[src/rtl/uart_pkg.sv]
`default_nettype none
// ============================================================================
// Module      : uart_pkg
// Description : Shared UART definitions: option bit indices, baud codes,
//               FSM state encoding and the baud divisor helper.
// Revision    : 1.0 - initial release
// ============================================================================
package uart_pkg;

    localparam int BAUD_LSB = 0;
    localparam int BAUD_MSB = 1;
    localparam int PAR_EN   = 2;
    localparam int PAR_ODD  = 3;
    localparam int STOP2    = 4;

    localparam logic [1:0] BAUD_9600   = 2'd0;
    localparam logic [1:0] BAUD_19200  = 2'd1;
    localparam logic [1:0] BAUD_57600  = 2'd2;
    localparam logic [1:0] BAUD_115200 = 2'd3;

    localparam int DIV_W = 32;

    localparam int unsigned BAUD_RATES [4] = '{32'd9600, 32'd19200, 32'd57600, 32'd115200};

    typedef enum logic [2:0] {
        ST_IDLE   = 3'd0,
        ST_START  = 3'd1,
        ST_DATA   = 3'd2,
        ST_PARITY = 3'd3,
        ST_STOP   = 3'd4
    } uart_state_t;

    // Truncating divide; only ever evaluated at elaboration time.
    function automatic logic [DIV_W-1:0] baud_divisor(input int unsigned clk_freq,
                                                      input logic [1:0]  sel);
        return DIV_W'(clk_freq / BAUD_RATES[sel]);
    endfunction

endpackage
`default_nettype wire

[src/rtl/uart_tx_if.sv]
`default_nettype none
// ============================================================================
// Module      : uart_tx_if
// Description : Byte/handshake interface between the host logic and uart_tx.
// Revision    : 1.0 - initial release
// ============================================================================
interface uart_tx_if #(
    parameter int DATA_BITS = 8
);
    logic [DATA_BITS-1:0] tx_data;
    logic [7:0]           usr_options;
    logic                 tx_start;
    logic                 tx_ready;
    logic                 tx_busy;
    logic                 tx_done;

    modport master (
        output tx_data, usr_options, tx_start,
        input  tx_ready, tx_busy, tx_done
    );

    modport slave (
        input  tx_data, usr_options, tx_start,
        output tx_ready, tx_busy, tx_done
    );
endinterface
`default_nettype wire

[src/rtl/uart_baud_gen.sv]
`default_nettype none
// ============================================================================
// Module      : uart_baud_gen
// Description : Bit-period timer. o_tick pulses every i_div cycles; o_tick_early
//               pulses one cycle before it. i_clear restarts the period at 0.
// Revision    : 1.0 - initial release
// ============================================================================
module uart_baud_gen
    import uart_pkg::*;
(
    input  wire logic             clk,
    input  wire logic             rst_n,
    input  wire logic             i_clear,
    input  wire logic [DIV_W-1:0] i_div,
    output logic                  o_tick,
    output logic                  o_tick_early
);

    logic [DIV_W-1:0] r_cnt;

    assign o_tick       = (r_cnt == i_div - DIV_W'(1));
    assign o_tick_early = (r_cnt == i_div - DIV_W'(2));

    always_ff @(posedge clk or negedge rst_n) begin
        if (!rst_n) begin
            r_cnt <= '0;
        end else if (i_clear || o_tick) begin
            r_cnt <= '0;
        end else begin
            r_cnt <= r_cnt + DIV_W'(1);
        end
    end

endmodule
`default_nettype wire

[src/rtl/uart_tx.sv]
`default_nettype none
// ============================================================================
// Module      : uart_tx
// Description : UART serialiser (start, LSB-first data, optional parity,
//               1 or 2 stop bits). Define UART_TX_FIFO_EN for a 4-entry
//               byte FIFO in front of the FSM.
// Revision    : 1.0 - initial release
// ============================================================================
module uart_tx
    import uart_pkg::*;
#(
    parameter int CLK_FREQ  = 50000000,
    parameter int DATA_BITS = 8
) (
    input  wire logic  sys_clk,
    input  wire logic  reset,
    uart_tx_if.slave   host,
    output logic       serial_out
);

    localparam int BIT_W = (DATA_BITS > 1) ? $clog2(DATA_BITS) : 1;
    localparam logic [BIT_W-1:0] LAST_BIT = BIT_W'(DATA_BITS - 1);

    localparam logic [DIV_W-1:0] DIV_TABLE [4] = '{
        baud_divisor(CLK_FREQ, BAUD_9600),
        baud_divisor(CLK_FREQ, BAUD_19200),
        baud_divisor(CLK_FREQ, BAUD_57600),
        baud_divisor(CLK_FREQ, BAUD_115200)
    };

    uart_state_t          r_state;
    logic                 r_serial;
    logic                 r_busy;
    logic                 r_done;
    logic [DATA_BITS-1:0] r_shift;
    logic [BIT_W-1:0]     r_bit_cnt;
    logic                 r_stop_cnt;
    logic                 r_par_en;
    logic                 r_stop2;
    logic                 r_parity;
    logic [DIV_W-1:0]     r_div;

    logic                 w_load;
    logic [DATA_BITS-1:0] w_load_data;
    logic [7:0]           w_load_opts;
    logic                 w_tick;
    logic                 w_tick_early;
    logic                 w_idle;
    logic                 w_stop_end;
    logic                 w_unused_opts;

    assign w_idle        = (r_state == ST_IDLE);
    assign w_load_opts   = host.usr_options;
    assign w_unused_opts = ^host.usr_options[7:5];
    assign serial_out    = r_serial;
    assign host.tx_done  = r_done;

    // The last stop period hands over one cycle early: the line is already
    // high, so a new frame accepted in the tx_done cycle starts gap-free.
    assign w_stop_end = w_tick_early && (!r_stop2 || r_stop_cnt);

    uart_baud_gen u_baud_gen (
        .clk          (sys_clk),
        .rst_n        (reset),
        .i_clear      (w_idle),
        .i_div        (r_div),
        .o_tick       (w_tick),
        .o_tick_early (w_tick_early)
    );

`ifdef UART_TX_FIFO_EN
    localparam int FIFO_DEPTH = 4;

    logic [DATA_BITS-1:0] r_fifo [FIFO_DEPTH];
    logic [1:0]           r_wr_ptr;
    logic [1:0]           r_rd_ptr;
    logic [2:0]           r_count;
    logic                 w_full;
    logic                 w_empty;
    logic                 w_push;

    assign w_full        = (r_count == 3'(FIFO_DEPTH));
    assign w_empty       = (r_count == 3'd0);
    assign w_push        = host.tx_start && !w_full;
    // Pop only from the registered count, so a push into an empty FIFO
    // is seen by the FSM one cycle later.
    assign w_load        = w_idle && !w_empty;
    assign w_load_data   = r_fifo[r_rd_ptr];
    assign host.tx_ready = !w_full;
    assign host.tx_busy  = r_busy || !w_empty;

    always_ff @(posedge sys_clk) begin
        if (w_push) begin
            r_fifo[r_wr_ptr] <= host.tx_data;
        end
    end

    always_ff @(posedge sys_clk or negedge reset) begin
        if (!reset) begin
            r_wr_ptr <= '0;
            r_rd_ptr <= '0;
            r_count  <= '0;
        end else begin
            if (w_push) begin
                r_wr_ptr <= r_wr_ptr + 2'd1;
            end
            if (w_load) begin
                r_rd_ptr <= r_rd_ptr + 2'd1;
            end
            r_count <= r_count + {2'b00, w_push} - {2'b00, w_load};
        end
    end
`else
    assign w_load        = host.tx_start && !r_busy;
    assign w_load_data   = host.tx_data;
    assign host.tx_ready = !r_busy;
    assign host.tx_busy  = r_busy;
`endif

    always_ff @(posedge sys_clk or negedge reset) begin
        if (!reset) begin
            r_state    <= ST_IDLE;
            r_serial   <= 1'b1;
            r_busy     <= 1'b0;
            r_done     <= 1'b0;
            r_shift    <= '0;
            r_bit_cnt  <= '0;
            r_stop_cnt <= 1'b0;
            r_par_en   <= 1'b0;
            r_stop2    <= 1'b0;
            r_parity   <= 1'b0;
            r_div      <= '0;
        end else begin
            r_done <= 1'b0;
            case (r_state)
                ST_IDLE: begin
                    if (w_load) begin
                        r_state    <= ST_START;
                        r_serial   <= 1'b0;
                        r_busy     <= 1'b1;
                        r_shift    <= w_load_data;
                        r_parity   <= (^w_load_data) ^ w_load_opts[PAR_ODD];
                        r_par_en   <= w_load_opts[PAR_EN];
                        r_stop2    <= w_load_opts[STOP2];
                        r_div      <= DIV_TABLE[w_load_opts[BAUD_MSB:BAUD_LSB]];
                        r_bit_cnt  <= '0;
                        r_stop_cnt <= 1'b0;
                    end
                end
                ST_START: begin
                    if (w_tick) begin
                        r_state  <= ST_DATA;
                        r_serial <= r_shift[0];
                    end
                end
                ST_DATA: begin
                    if (w_tick) begin
                        if (r_bit_cnt == LAST_BIT) begin
                            if (r_par_en) begin
                                r_state  <= ST_PARITY;
                                r_serial <= r_parity;
                            end else begin
                                r_state  <= ST_STOP;
                                r_serial <= 1'b1;
                            end
                        end else begin
                            r_bit_cnt <= r_bit_cnt + BIT_W'(1);
                            r_shift   <= r_shift >> 1;
                            r_serial  <= r_shift[1];
                        end
                    end
                end
                ST_PARITY: begin
                    if (w_tick) begin
                        r_state  <= ST_STOP;
                        r_serial <= 1'b1;
                    end
                end
                ST_STOP: begin
                    if (w_stop_end) begin
                        r_state <= ST_IDLE;
                        r_busy  <= 1'b0;
                        r_done  <= 1'b1;
                    end else if (w_tick) begin
                        r_stop_cnt <= 1'b1;
                    end
                end
                default: begin
                    r_state  <= ST_IDLE;
                    r_serial <= 1'b1;
                    r_busy   <= 1'b0;
                end
            endcase
        end
    end

endmodule
`default_nettype wire

[src/flat_wrapper.sv]
// flat-port wrapper written by rule: the top's interface ports become plain ports
module uart_tx_flat import uart_pkg::*;
#(
    parameter int CLK_FREQ  = 50000000,
    parameter int DATA_BITS = 8
)
  (sys_clk, reset, serial_out, host_tx_data, host_usr_options, host_tx_start, host_tx_ready, host_tx_busy, host_tx_done);
  uart_tx_if #(.DATA_BITS(DATA_BITS)) host_i ();
  input  wire logic sys_clk;
  input  wire logic reset;
  output logic serial_out;
  input wire logic [$bits(host_i.tx_data)-1:0] host_tx_data;
  input wire logic [$bits(host_i.usr_options)-1:0] host_usr_options;
  input wire logic [$bits(host_i.tx_start)-1:0] host_tx_start;
  output wire logic [$bits(host_i.tx_ready)-1:0] host_tx_ready;
  output wire logic [$bits(host_i.tx_busy)-1:0] host_tx_busy;
  output wire logic [$bits(host_i.tx_done)-1:0] host_tx_done;
  assign host_i.tx_data = host_tx_data;
  assign host_i.usr_options = host_usr_options;
  assign host_i.tx_start = host_tx_start;
  assign host_tx_ready = host_i.tx_ready;
  assign host_tx_busy = host_i.tx_busy;
  assign host_tx_done = host_i.tx_done;
  uart_tx #(.CLK_FREQ(CLK_FREQ), .DATA_BITS(DATA_BITS)) u_core (.sys_clk(sys_clk), .reset(reset), .host(host_i), .serial_out(serial_out));
endmodule
[config.mk]
export PLATFORM = sky130hd
export DESIGN_NAME = uart_tx_flat
export DESIGN_NICKNAME = d
export VERILOG_FILES = /design/src/rtl/uart_pkg.sv /design/src/rtl/uart_tx_if.sv /design/src/rtl/uart_baud_gen.sv /design/src/rtl/uart_tx.sv /design/src/flat_wrapper.sv
export SDC_FILE = /design/constraint.sdc
export NUM_CORES = 1
export LEC_CHECK = 0
export CAP_MARGIN = 20
export CORE_AREA = 4 4 132 103
export CTS_BUF_LIST = sky130_fd_sc_hd__clkbuf_16
export DETAILED_ROUTE_END_ITERATION = 7
export DIE_AREA = 0 0 136 107
export MAX_ROUTING_LAYER = met4
export PLACE_DENSITY_LB_ADDON = 0.12
export RECOVER_POWER = 100
export REMOVE_ABC_BUFFERS = 1
export SYNTH_ARGS = -nofsm -noshare
export SYNTH_HDL_FRONTEND = slang
export SYNTH_SLANG_ARGS = --single-unit
export TNS_END_PERCENT = 100
[constraint.sdc]
create_clock -name sys_clk -period 2.96 [get_ports sys_clk]
set_clock_uncertainty 0.1 [all_clocks]
set_input_delay 0.592 -clock sys_clk [delete_from_list [all_inputs] [get_ports sys_clk]]
set_output_delay 0.592 -clock sys_clk [all_outputs]
set_load 0.01 [all_outputs]
==> impl_metrics.json <==
{
  "required_ns": 3.07,
  "drt_iter0_drc": 182,
  "vias_per_cell": 4.75,
  "ys_ff_latch": 62,
  "rows": 35,
  "dr_wl_met3_um": 271,
  "critical_path_class": "reg2reg",
  "cts_buffers": 9,
  "power_density_nw_per_um2": 485,
  "arrival_ns": 3.17,
  "htreeDepth": 3,
  "wl_um": 9150,
  "wire_per_inst_um": 14.7,
  "clk_latency_ns": 0.33,
  "hold_class": "reg2reg",
  "n_fill_cell": 1247,
  "place.gp.congestion": 0.814,
  "layout_commonest_cell": "dfrtp_1",
  "first_global_vias": 2927,
  "cts_root_buf": "clkbuf_16",
  "final_max_slew_viol_count": 63,
  "rsz0062_at_grt": "true",
  "hold_viol": 0,
  "start_util_pct": 30.8,
  "final_cell_mix": "dfrtp_1, nor2_1, buf_4, xnor2_1, nand2_1",
  "fin_ws_ns": -0.104,
  "violations": "capacitance limit, slew limit, setup timing",
  "p_leak_nw": 2.02,
  "start_kind": "flip-flop",
  "slew-limit-headroom_pct": -5.46,
  "critPathMaxFanout": 6,
  "utilization_pct": 38.7,
  "syn_inst": 393,
  "syn-mean-instance-area_um2": 9.50,
  "num_vias": 2949,
  "ant_nets": 0,
  "coreArea_um2": 12100,
  "endpoint_kind": "flip-flop",
  "max_clock_freq_mhz": 326,
  "synth_edf_count": 0,
  "multiInputGateArea_um2": 2080,
  "final_nets": 479,
  "path_clk_slew_ns": 0.05,
  "reg2reg_from": "u_core.r_div[9]",
  "diodes": 0,
  "dieHeight_um": 107,
  "drv_cap": 1,
  "status": "finished with violations",
  "syn_area_um2": 3730,
  "final-setup-viol-count": 45,
  "top_layer_used": "met4",
  "ctsLongestPathBuffers": 2,
  "synth-main-ff-cell": "dfrtp_1",
  "ys_warn_count": 0,
  "dp_hpwl_um": 6640,
  "vdd_drop_max_mv": 0.266,
  "io_buffers": 19,
  "drive_gt1_share_pct": 19.6,
  "yosysTopAreaCell": "dfrtp_1",
  "cts_tree": "built",
  "grt-ovfl-total": 0,
  "dieWidth_um": 136,
  "cts_sinks": 62,
  "dieArea_um2": 14600,
  "grt_pass1_wl_um": 15400,
  "grt_util_all_layers_pct": 13.8,
  "finalCritPeriodShare_pct": 104,
  "ios": 23,
  "syn2layout_area_growth_pct": 25.8,
  "min_period_ns": 3.06,
  "worstHoldStart": "u_core.r_stop2",
  "drc": 0,
  "async_reset_ff_share_pct": 100,
  "routed-wl-met2_um": 3590,
  "wl_met1_um": 5160,
  "synth.distinct_cells": 63,
  "antenna_found_initial": 0,
  "crit_path_start": "u_core.r_div[9]",
  "register_area_um2": 1550,
  "grt_start_max_net_pins": 63,
  "worstMarginPinSlew_ns": 1.58,
  "ys_seq_area_share_pct": 41.6,
  "synth_area_leaders": "dfrtp_1, xnor2_1, nor2_1",
  "firstDrtPassIters": 4,
  "setup_tns_ns": -2.42,
  "synth_top_area_share_pct": 40.9
}
synth_stat cells (3+ instances only):
cell      count
and3_1        9
inv_1        12
a21oi_1      11
nor2_1       57
xnor2_1      29
nand4_1      12
and2_2        6
o21ai_0      13
a221o_1       8
a31oi_1       3
o22ai_1       3
and2_1        3
nand2_1      29
buf_6         7
buf_2         3
nand3_1      20
dfrtp_1      61
a22o_1        3
clkbuf_1      6
xor2_1       22
ha_1         10
nor3_1       10
cell families (layout without fill, tap and decap cells):
family / count (synthesis) / count (layout) / share of synthesized area (%)
AO/OA/AOI/OAI: 59 / 59 / 10.9
XOR/XNOR: 51 / 51 / 12.0
adder cells (fa/ha/maj): 10 / 10 / 3.35
buffers and inverters: 30 / 92 / 4.66
flip-flops: 62 / 62 / 41.6
multiplexers: 2 / 2 / 0.570
AND/OR/NAND/NOR: 179 / 179 / 27.0
flip-flops by register name, indices dropped and copies added, names as in the netlist:
name,cells
u_core.r_shift,8
u_core.r_state,3
u_core.r_stop_cnt,1
u_core.r_bit_cnt,3
u_core.r_parity,1
u_core.u_baud_gen.r_cnt,32
u_core.host.tx_done,1
u_core.r_par_en,1
u_core.r_stop2,1
u_core.host.tx_busy,1
u_core.serial_out,1
u_core.r_div,9
path summary, 6_finish.rpt:
check / to / slack, ns / cells after the start
worst max-delay path: u_core.r_shift[4] / -0.10 / 11
min in group asynchronous: u_core.u_baud_gen.r_cnt[21] / 0.65 / 2
worst max register to register: u_core.r_shift[4] / -0.10 / 11
max in group asynchronous: u_core.r_bit_cnt[0] / 1.18 / 2
worst min-delay path: u_core.r_stop2 / 0.38 / 2
worst min register to register: u_core.r_stop2 / 0.38 / 2
layout make-up:
cell class,count,area share [%]
clock buffers,9,4.80
clock inverters,7,0.666
inverters,12,0.959
multi-input cells,301,44.2
flip-flops and latches,62,33.1
well taps,166,4.42
repair buffers,64,11.9
repair_timing:
item | 4_1_cts | 5_1_grt
endpoints found under the hold margin | 0 | 0
setup buffers | 3 | 1
hold buffers | 0 | 0
gates cloned | 1 | 0
gates resized for setup | 10 | 10
endpoints found under the setup margin | 48 | 49
pin swaps | 20 | 10
through the flow:
step	hold WS (ns)	setup slack, ns	area (um2)	power [mW]	instances
finish	0.384	-0.104	4700	2.28	621
CTS	0.382	-0.0928	4660	2.30	620
detailed placement	0.372	-0.265	4330	1.36	600
global route	0.408	-0.281	4700	2.39	621
floorplan	0.196	-0.419	3600	1.18	375
global placement	0.364	-0.221	4330	1.35	600
routing by layer:
metal	global-route usage (%)	vias to the layer above
li1	-	1498
met1	20.7	1407
met2	18.0	35
met3	3.89	9
met4	3.74	0
met5	-	-
critical path: stages, from the launching register on:
cell and delay [ns]:
dfrtp_1 0.37, or3_4 0.42, nor3_4 0.21, ha_1 0.26, xnor2_1 0.13, nor4_1 0.17
nand4_1 0.21, nor3b_2 0.25, and4_1 0.23, o22ai_2 0.11, buf_6 0.16, a221o_1 0.32
where the power goes:
part / total [mW] / internal, mW / switching, mW
logic: 0.411 / 0.195 / 0.215
clock network: 0.920 / 0.550 / 0.370
registers: 0.946 / 0.903 / 0.0429
Note: power is estimated with default switching activity, not from simulation.
